[config.mk]
export PLATFORM = sky130hd
export DESIGN_NAME = buzzer_tone_gen
export DESIGN_NICKNAME = d
export VERILOG_FILES = /design/src/rtl/buzzer_tone_gen.sv
export SDC_FILE = /design/constraint.sdc
export NUM_CORES = 1
export LEC_CHECK = 0
export CAP_MARGIN = 10
export CORE_ASPECT_RATIO = 1.4
export CORE_MARGIN = 2
export CORE_UTILIZATION = 45
export DETAILED_ROUTE_END_ITERATION = 16
export PLACE_DENSITY_LB_ADDON = 0.12
export SKIP_LAST_GASP = 1
export SLEW_MARGIN = 10
export SYNTH_ARGS = -nofsm -noshare
export SYNTH_HDL_FRONTEND = slang
export SYNTH_SLANG_ARGS = --single-unit
[constraint.sdc]
create_clock -name aclk -period 10.03 [get_ports aclk]
set_clock_uncertainty 0.2 [all_clocks]
set_input_delay 2.006 -clock aclk [delete_from_list [all_inputs] [get_ports aclk]]
set_output_delay 2.006 -clock aclk [all_outputs]
set_load 0.1 [all_outputs]
[src/rtl/buzzer_tone_gen.sv]
// Square-wave / pass-through buzzer driver with glitch-free edges and a max-on watchdog.
// Outputs are registered from the next-state values, so every pin change lags its cause by one cycle.
module buzzer_tone_gen #(
    parameter int HP_W          = 16,
    parameter int MAX_ON_W      = 32,
    parameter int MAX_ON_CYCLES = 0
) (
    input  logic            aclk,
    input  logic            reset,
    input  logic            gate_in,
    input  logic            tone_en,
    input  logic [HP_W-1:0] half_period,
    output logic            BUZZER_OUT,
    output logic            tone_busy,
    output logic            timeout_flag
);

    typedef enum logic [1:0] {IDLE, RUN, DRAIN, LOCKOUT} state_t;

    localparam logic [HP_W-1:0]   HP_ONE   = 1;
    localparam logic [MAX_ON_W:0] WON_ONE  = 1;
    localparam logic [MAX_ON_W:0] WD_LIMIT = (MAX_ON_W+1)'(MAX_ON_CYCLES);
    localparam bit                WD_EN    = (MAX_ON_CYCLES > 0);

    state_t              state, state_n;
    logic                phase, phase_n;
    logic                mode_s, mode_s_n;
    logic                to_mark, to_mark_n;
    logic [HP_W-1:0]     cnt, cnt_n;
    logic [HP_W-1:0]     hp_s, hp_s_n;
    logic [HP_W-1:0]     hp_in;
    logic [MAX_ON_W-1:0] won, won_n;
    logic                last, expire;
    logic                buzz_n, busy_n, flag_n;

    // Saturating increment: the watchdog count never wraps past its limit.
    function automatic logic [MAX_ON_W-1:0] sat_inc(input logic [MAX_ON_W-1:0] v);
        logic [MAX_ON_W:0] s;
        s = {1'b0, v} + WON_ONE;
        if (s >= WD_LIMIT)
            return WD_LIMIT[MAX_ON_W-1:0];
        return s[MAX_ON_W-1:0];
    endfunction

    assign hp_in  = (half_period == '0) ? HP_ONE : half_period;
    assign last   = (cnt == hp_s - HP_ONE);
    assign expire = WD_EN && (({1'b0, won} + WON_ONE) >= WD_LIMIT);

    always_comb begin
        state_n   = state;
        phase_n   = phase;
        cnt_n     = cnt;
        hp_s_n    = hp_s;
        mode_s_n  = mode_s;
        won_n     = won;
        to_mark_n = to_mark;

        case (state)
            IDLE: begin
                won_n     = '0;
                to_mark_n = 1'b0;
                phase_n   = 1'b0;
                cnt_n     = '0;
                if (gate_in) begin
                    state_n  = RUN;
                    phase_n  = 1'b1;
                    hp_s_n   = hp_in;
                    mode_s_n = tone_en;
                end
            end
            RUN: begin
                won_n = sat_inc(won);
                if (last) begin
                    cnt_n   = '0;
                    phase_n = ~phase;
                    // New half-period is adopted only where a fresh high half starts.
                    if (!phase)
                        hp_s_n = hp_in;
                end else begin
                    cnt_n = cnt + HP_ONE;
                end
                if (!gate_in) begin
                    if (!mode_s || !phase || last) begin
                        state_n = IDLE;
                        phase_n = 1'b0;
                        cnt_n   = '0;
                    end else begin
                        state_n = DRAIN;
                    end
                end else if (expire) begin
                    if (mode_s && phase && !last) begin
                        state_n   = DRAIN;
                        to_mark_n = 1'b1;
                    end else begin
                        state_n = LOCKOUT;
                        phase_n = 1'b0;
                        cnt_n   = '0;
                    end
                end
            end
            DRAIN: begin
                if (last) begin
                    state_n   = to_mark ? LOCKOUT : IDLE;
                    phase_n   = 1'b0;
                    cnt_n     = '0;
                    to_mark_n = 1'b0;
                end else begin
                    cnt_n = cnt + HP_ONE;
                end
            end
            LOCKOUT: begin
                phase_n = 1'b0;
                cnt_n   = '0;
                if (!gate_in)
                    state_n = IDLE;
            end
            default: state_n = IDLE;
        endcase

        busy_n = (state_n == RUN) || (state_n == DRAIN);
        flag_n = (state_n == LOCKOUT);
        buzz_n = ((state_n == RUN) && (mode_s_n ? phase_n : 1'b1)) || (state_n == DRAIN);
    end

    always_ff @(posedge aclk) begin
        if (reset) begin
            state        <= IDLE;
            phase        <= 1'b0;
            cnt          <= '0;
            mode_s       <= 1'b0;
            won          <= '0;
            to_mark      <= 1'b0;
            BUZZER_OUT   <= 1'b0;
            tone_busy    <= 1'b0;
            timeout_flag <= 1'b0;
        end else begin
            state        <= state_n;
            phase        <= phase_n;
            cnt          <= cnt_n;
            mode_s       <= mode_s_n;
            won          <= won_n;
            to_mark      <= to_mark_n;
            BUZZER_OUT   <= buzz_n;
            tone_busy    <= busy_n;
            timeout_flag <= flag_n;
        end
        hp_s <= hp_s_n;
    end

endmodule

; Word level (Yosys, flattened, before mapping)
; Cells that the tools add are included.
[classes]
n_reduce_logical = 14
eq_ne = 11
bitwise_logic = 1
muxes = 27
add_sub_neg = 2
[op_table]
columns = op, count
row1 = 16-bit two-way mux, 7
row2 = 16-bit case mux with 3 select lines, 1
row3 = 16-bit case mux with 2 select lines, 1
row4 = 16-bit by 1-bit adder with 16-bit output (second input constant), 1
row5 = 16-bit == test, 1
row6 = 16-bit zero test, 1
row7 = 16-bit by 1-bit subtractor with 16-bit output (second input constant), 1
row8 = 2-bit two-way mux, 6
row9 = 1-bit two-way mux, 9
row10 = 2-bit == test (second input constant), 4
row11 = 2-bit != test (second input constant), 4
row12 = 2-bit case mux with 4 select lines, 1
row13 = 2-bit by 1-bit == test with 1-bit output (second input constant), 2
row14 = 1-bit logical OR, 4
row15 = 1-bit case mux with 4 select lines, 1
row16 = 4-bit AND reduction, 1
row17 = 2-bit nonzero test, 2
row18 = 1-bit zero test, 2
row19 = 2-bit zero test, 1
row20 = 1-bit case mux with 2 select lines, 1
row21 = 2-bit AND reduction, 1
row22 = 2-bit OR reduction, 1
row23 = 1-bit logical AND, 1
row24 = 1-bit inverter, 1
[word_totals]
word_cells = 64
ff_bits = 40

; Depth between registers and ports, before layout
; Gate-level depths: netlist (run 1).
[logic_depth]
word_depth = 9
ltp_mapped = 13
depth_no_buf = 12

; Worst setup path before layout (run 1)
; No wires, ideal clock.
[synth_timing]
path_type = flip-flop to flip-flop
from = register hp_s[0]
to = register hp_s[0], enable pin
t_arrival_ps = 3237
setup_ps = 394
path_buffers = 1
path_slack_ps = 6199
path_stages_with_launch = 11
required_time_ps = 9436
path_cell_list = edfxtp_1 -> inv_1 -> ha_1 -> nor2b_1 -> buf_2 -> nand2_1 -> nor4_2 -> o21ai_1 -> or4b_4 -> or4_1 -> a21oi_1
[synth_between]
elab_chain_cells = 4
[synth_lines]
columns = element, line_no
row1 = from (decl), 30  ; logic [HP_W-1:0] hp_s, hp_s_n;
row2 = from (signal assigned), 147  ; hp_s <= hp_s_n;
row3 = 16-bit by 1-bit subtractor with 16-bit output, 46  ; assign last = (cnt == hp_s - HP_ONE);
row4 = 16-bit == test, 46
row5 = 2-bit != test (no line), -
row6 = 4-bit AND reduction (no line), -
; Every way passes these cells.
; A chain may end at the register's enable or synchronous reset.

; Final worst setup path (run 1)
[layout_timing]
from = register timeout_flag
to = output timeout_flag
[layout_lines]
columns = element, line_no
row1 = from (decl), 15  ; output logic timeout_flag
row2 = from (signal assigned), 145  ; timeout_flag <= flag_n;
; No word-level cell between the ends.

==> metrics.yaml, run 1 <==
run_status:
  status: "complete, no violations"
place:
  dp.cells: 310
  dpl.hpwl_um: 3370
  gp_congestion: 0.910
  place_ws_ps: 6150
  numPortBuffers: 22
drt:
  post_drt_wl_per_cell_um: 13.6
  drt_iter0_drc: 77
  totalWireLength_um: 4340
  ant_nets: 0
  dr_total_vias: 1698
  dr.pass1.iters: 4
  drc: 0
  routed_via_density: 5.34
yosys:
  netlist_area_mm2: 0.00223
  synth_cell_type_count: 50
  syn-num-nets: 270
  async_reset_ff_share_pct: 0
  ys_seq_area_share_pct: 42.2
  post_synth.cell_area_avg_um2: 9.14
  synth_edf_count: 16
  yosys.area.top_type: "edfxtp_1"
  synth_common_cells: "nor2_1 (27), dfxtp_1 (23), clkbuf_1 (19)"
  synth-seq-cells: 39
  synth_area_leaders: "edfxtp_1 (22%), dfxtp_1 (21%), xor2_1 (6.3%)"
  yosysMostFrequentCell: "nor2_1"
  syn_inst: 244
  yosysWarnings: 0
  synth_top_cell_area_share_pct: 21.5
  ys.flop_type: "dfxtp_1"
clock_network:
  cts_tree: "done"
  clock-sinks: 39
  post_cts_buffers: 0
  clk_path_buf_depth: 2
  htree_levels: 2
  numCtsBuffers: 5
  post_cts_resized: 0
  cts-root-buf: "clkbuf_8"
  insertion_delay_ps: 290
  path_clk_slew_ps: 70
  hold_buffers: 0
floorplan:
  chipHeight_um: 87.3
  dieWidth_um: 63.5
  start_util_pct: 46.4
  placementRows: 30
  die_area_mm2: 0.00554
  core_mm2: 0.00480
  ios: 23
worst_setup_path:
  max_stage_delay_ps: 1130
  startpoint_type: "flip-flop"
  cp-end-kind: "output pin"
  path_class: "flip-flop to output pin"
  worstPathRequired_ps: 7820
  cp_slowest_cell: "clkdlybuf4s50_1"
  crit_fanout: 1
  r2r_slack_ps: 6190
  cp.arrival_ps: 1730
  reg2reg_depth: 12
  cp_cell_sequence: "clkdlybuf4s50_1"
  crit_buf_inv: 1
  r2r-end: "BUZZER_OUT"
  critPathTopFamily: "buffers and inverters"
  reg2reg_from: "hp_s[0]"
flow_run:
  max_cap_viol_count: 0
pwr:
  peakVddDrop_mv: 0.0707
  power_density_mw_per_mm2: 123
  power.leakage_nw: 0.863
timing:
  rsz0062_at_grt: "no"
  post-route-min-period_ps: 3940
  worst_pin_slew_ps: 968
  hold_violations: 0
  setup_viol: 0
  period_share_pct: 39.3
  setup_ws_ps: 6090
  maxSlewViolCount: 0
  fmax_mhz: 254
  slew_headroom_pct: 35.3
  setup_tns_ps: 0
worst_hold_path:
  worstHoldEndpoint: "mode_s"
  whs_path_depth: 2
  min-delay-start: "mode_s"
  hold_path_class: "flip-flop to flip-flop"
global_route:
  track_usage_pct: 17.7
  grt_pass1_vias: 1660
  grt_max_degree: 17
  grt_pass1_wl_um: 7670
  grt_overflow: 0
  antenna_found_initial: 0
finish:
  drive_gt1_share_pct: 6.69
  area_growth_pct: 13.8
  instances_no_fill: 318
  fill_cells: 497
  nets: 279
  n_antenna_cell: 0
-- how the worst max path moves through the flow --
stage	start	endpoint	slack [ps]	cells past startpoint
floorplan	hp_s[0]	hp_s[0]	6200	10
global placement	gate_in	cnt[15]	6160	6
detailed placement	gate_in	cnt[6]	6150	6
CTS	timeout_flag	timeout_flag	6070	1
global route	hp_s[0]	BUZZER_OUT	5980	12
finish	timeout_flag	timeout_flag	6090	1
-- stage by stage --
step,hold slack [ps],instance area (um2),util [%],power (mW)
after floorplan,274,2230,-,0.201
after global placement,308,2460,51.1,0.214
after detailed placement,306,2460,51.1,0.214
after CTS,316,2540,52.8,0.315
after global routing,357,2540,52.8,0.325
final,320,2540,52.8,0.311
-- routing by layer --
layer	part of all wire [%]	GRT usage, %
met2	47	29.2
met3	3.4	2.98
met1	46	21.8
met4	3.3	10.5
met5	0	0
-- layout make-up --
| type | count | area [um2] | area share, % |
|---|---|---|---|
| well taps | 64 | 80.1 | 3.16 |
| repair buffers | 23 | 228 | 8.97 |
| clock inverters | 1 | 5.00 | 0.197 |
| multi-input cells | 177 | 1180 | 46.5 |
| clock buffers | 7 | 76.3 | 3.01 |
| inverters | 7 | 26.3 | 1.04 |
| flip-flops and latches | 39 | 941 | 37.1 |
-- placed cells by master, fill, tap and decap left out, types with 3 or more instances in the layout --
cell type / count
nor2_1: 27
nor4_1: 4
dfxtp_1: 23
nand4_1: 6
ha_1: 6
nor3_1: 4
and2_1: 3
inv_1: 7
nor2b_1: 6
xor2_1: 16
nand2_1: 18
and3_1: 5
nand3_1: 10
a31oi_1: 4
edfxtp_1: 16
o21ai_0: 6
clkbuf_8: 5
or3_1: 3
clkdlybuf4s50_1: 22
xnor2_1: 14
a21oi_1: 9
-- logic make-up after synthesis --
logic type                 Yosys count  synth area share (%)
AOI/OAI and AO/OA                   34                  10.5
adders and majority gates            6                  3.37
buffers and inverters               28                  4.83
xor gates and xnor gates            30                  11.8
DFF                                 39                  42.2
muxes                                2                 0.954
and+or+nand+nor                    105                  26.4
-- registers in the layout, indices dropped and copies added, names as in the netlist --
register	flops
tone_busy	1
state	2
mode_s	1
hp_s	16
cnt	16
phase	1
BUZZER_OUT	1
timeout_flag	1
-- where the power goes --
| group | total (mW) | internal, mW | switching, mW |
|---|---|---|---|
| combinational | 0.0334 | 0.0158 | 0.0176 |
| sequential | 0.177 | 0.171 | 0.00614 |
| clock | 0.101 | 0.0488 | 0.0520 |
Note: power is estimated with default switching activity, not from simulation.
==> inputs of run 2 (changes only) <==
==> constraint.sdc (replaced) <==
create_clock -name aclk -period 4.1 [get_ports aclk]
set_clock_uncertainty 0.2 [all_clocks]
set_input_delay 0.82 -clock aclk [delete_from_list [all_inputs] [get_ports aclk]]
set_output_delay 0.82 -clock aclk [all_outputs]
set_load 0.1 [all_outputs]
==> run 2 against run 1 <==
Compared with the run above:
- total power grew to 2.9 times the previous value
- flip-flop and latch count stayed put
- clock power grew to 3.8 times the previous value
- worst hold slack better by 1.2 ps
- die area stayed put
- combinational power is 140% higher
- core utilization is 1.2 points higher
==> metrics.yaml, run 2 (synthesized netlist as in run 1, its figures left out) <==
run_status:
  status: "complete, no violations"
timing:
  setup_viol: 0  # unchanged
  worst_pin_slew_ps: 962  # -6.08 ps
  maxSlewViolCount: 0  # unchanged
  whs_ps: 322  # +1.20 ps
  period_share_pct: 89.1
  setup_tns_ps: 0  # unchanged
  fmax_mhz: 274
  rsz0062_at_grt: "no"
  post-route-min-period_ps: 3650
  slew_headroom_pct: 35.7  # +0.41 points
  hold_violations: 0  # unchanged
  setup_ws_ps: 448  # -5640 ps
global_route:
  use_met2_pct: 28.6  # -0.57 points
  met3_usage_pct: 2.72  # -0.26 points
  grt_max_degree: 17  # unchanged
  met1_usage_pct: 20.7  # -1.1 points
  grt.busiest_layer: "met2"
  antenna_found_initial: 0  # unchanged
  grt_pass1_wl_um: 7250  # -5.6%
  grt_pass1_vias: 1559  # -6.1%
  track_usage_pct: 16.7  # -1.0 points
  grt_overflow: 0  # unchanged
flow_run:
  max_cap_viol_count: 0  # unchanged
drt:
  routed_via_density: 5.30  # -0.77%
  totalWireLength_um: 4210  # -2.9%
  drt_iter0_drc: 57  # -26%
  drc: 0  # unchanged
  post_drt_wl_per_cell_um: 13.2  # -2.9%
  dr.pass1.iters: 4  # unchanged
  dr_total_vias: 1685  # -0.77%
  ant_nets: 0  # unchanged
floorplan:
  dieWidth_um: 63.5  # unchanged
  ios: 23  # unchanged
  placementRows: 30  # unchanged
  die_area_mm2: 0.00554  # unchanged
  core_mm2: 0.00480  # unchanged
  chipHeight_um: 87.3  # unchanged
  start_util_pct: 46.4  # unchanged
worst_setup_path:
  reg2reg_from: "hp_s[3]"
  max_stage_delay_ps: 560  # -570 ps
  cp_cell_sequence: "nor4_4 > nand4_1 > or4_1 > o211ai_1 > nand3_1 > or2_1 > ha_1 > a211oi_1 > a31oi_1 > a311oi_1"
  cp_slowest_cell: "or4_1"
  cp.arrival_ps: 3660  # +1930 ps
  r2r-end: "BUZZER_OUT"
  crit_fanout: 8  # +7
  worstPathRequired_ps: 4110  # -3710 ps
  r2r_slack_ps: 450  # -5740 ps
  startpoint_type: "flip-flop"
  path_class: "flip-flop to flip-flop"
  reg2reg_depth: 10  # -2
  cp-end-kind: "flip-flop"
clock_network:
  htree_levels: 2  # unchanged
  clock-sinks: 39  # unchanged
  post_cts_buffers: 0  # unchanged
  clk_path_buf_depth: 2  # unchanged
  cts_tree: "done"
  numCtsBuffers: 5  # unchanged
  insertion_delay_ps: 290  # about the same
  cts-root-buf: "clkbuf_8"
  path_clk_slew_ps: 80  # about the same
finish:
  area_growth_pct: 16.4
  nets: 279  # unchanged
  n_antenna_cell: 0  # unchanged
  fin_util_pct: 54.0  # +1.2 points
  multi_input_area_mm2: 0.00118  # +0.21%
  drive_gt1_share_pct: 7.87  # +1.2 points
  final_cell_mix: "nor2_1 (27), dfxtp_1 (23), clkdlybuf4s50_1 (22)"
  final_common_cell: "nor2_1"
  regArea_um2: 941  # unchanged
  reg_top3: "cnt x16, hp_s x16, state x2"
  fill_cells: 473  # -4.8%
worst_hold_path:
  min-delay-start: "mode_s"
  worstHoldEndpoint: "mode_s"
  hold_path_class: "flip-flop to flip-flop"
  whs_path_depth: 2  # unchanged
place:
  dpl.hpwl_um: 3280  # -2.6%
  numPortBuffers: 22  # unchanged
  place_ws_ps: 295  # -5850 ps
  gp_congestion: 0.927  # +1.9%
pwr:
  peakVddDrop_mv: 0.318  # +350%
  power.leakage_nw: 0.885  # +2.6%
  power_density_mw_per_mm2: 344  # +180%
[run 2: per-stage QoR]
stage	total power [mW]	instances	instance area (um2)
6_report	0.893	318	2590
5_1_grt	0.928	318	2590
4_1_cts	0.902	318	2590
3_5_place_dp	0.523	310	2460
3_3_place_gp	0.522	310	2460
2_1_floorplan	0.491	244	2230
[run 2: final cells by class]
cell class,instances,area share (%)
Sequential cell,39,36.3
Clock inverter,3,2.60
Multi-Input combinational cell,177,45.6
Clock buffer,5,2.65
Tap cell,64,3.09
Inverter,7,1.01
Timing Repair Buffer,23,8.78
[run 2: worst max path at each step]
| stage | depth (start not counted) | from | end | slack (ps) |
|---|---|---|---|---|
| 2_1_floorplan | 10 | hp_s[0] | hp_s[0] | 270 |
| 3_3_place_gp | 12 | hp_s[0] | BUZZER_OUT | 400 |
| 3_5_place_dp | 12 | hp_s[0] | BUZZER_OUT | 300 |
| 4_1_cts | 12 | hp_s[0] | BUZZER_OUT | 280 |
| 5_1_grt | 10 | hp_s[3] | BUZZER_OUT | 140 |
| 6_report | 10 | hp_s[3] | BUZZER_OUT | 450 |
[run 2: power breakdown]
part	internal [mW]	switching [mW]
combinational	0.0388	0.0426
clock	0.243	0.137
sequential	0.418	0.0148
total	0.699	0.194
[run 2: what timing repair did]
item | in CTS | in global routing
resized for setup | 0 | 1
endpoints found under the setup margin | 0 | 1
hold buffers | 0 | 0
[run 2: worst max-delay path, delay by kind of cell (launching register included)]
kind | cells | cell delay [ps]
and+or+nand+nor | 5 | 1860
AOI/OAI and AO/OA | 4 | 710
DFF | 1 | 500
adders and majority gates | 1 | 290
[run 2: metal layers]
| metal | share of wire [%] | routed length (um) |
|---|---|---|
| met5 | 0 | 0 |
| met4 | 1.8 | 76 |
| met3 | 2.9 | 123 |
| met2 | 48 | 2030 |
| met1 | 47 | 1980 |
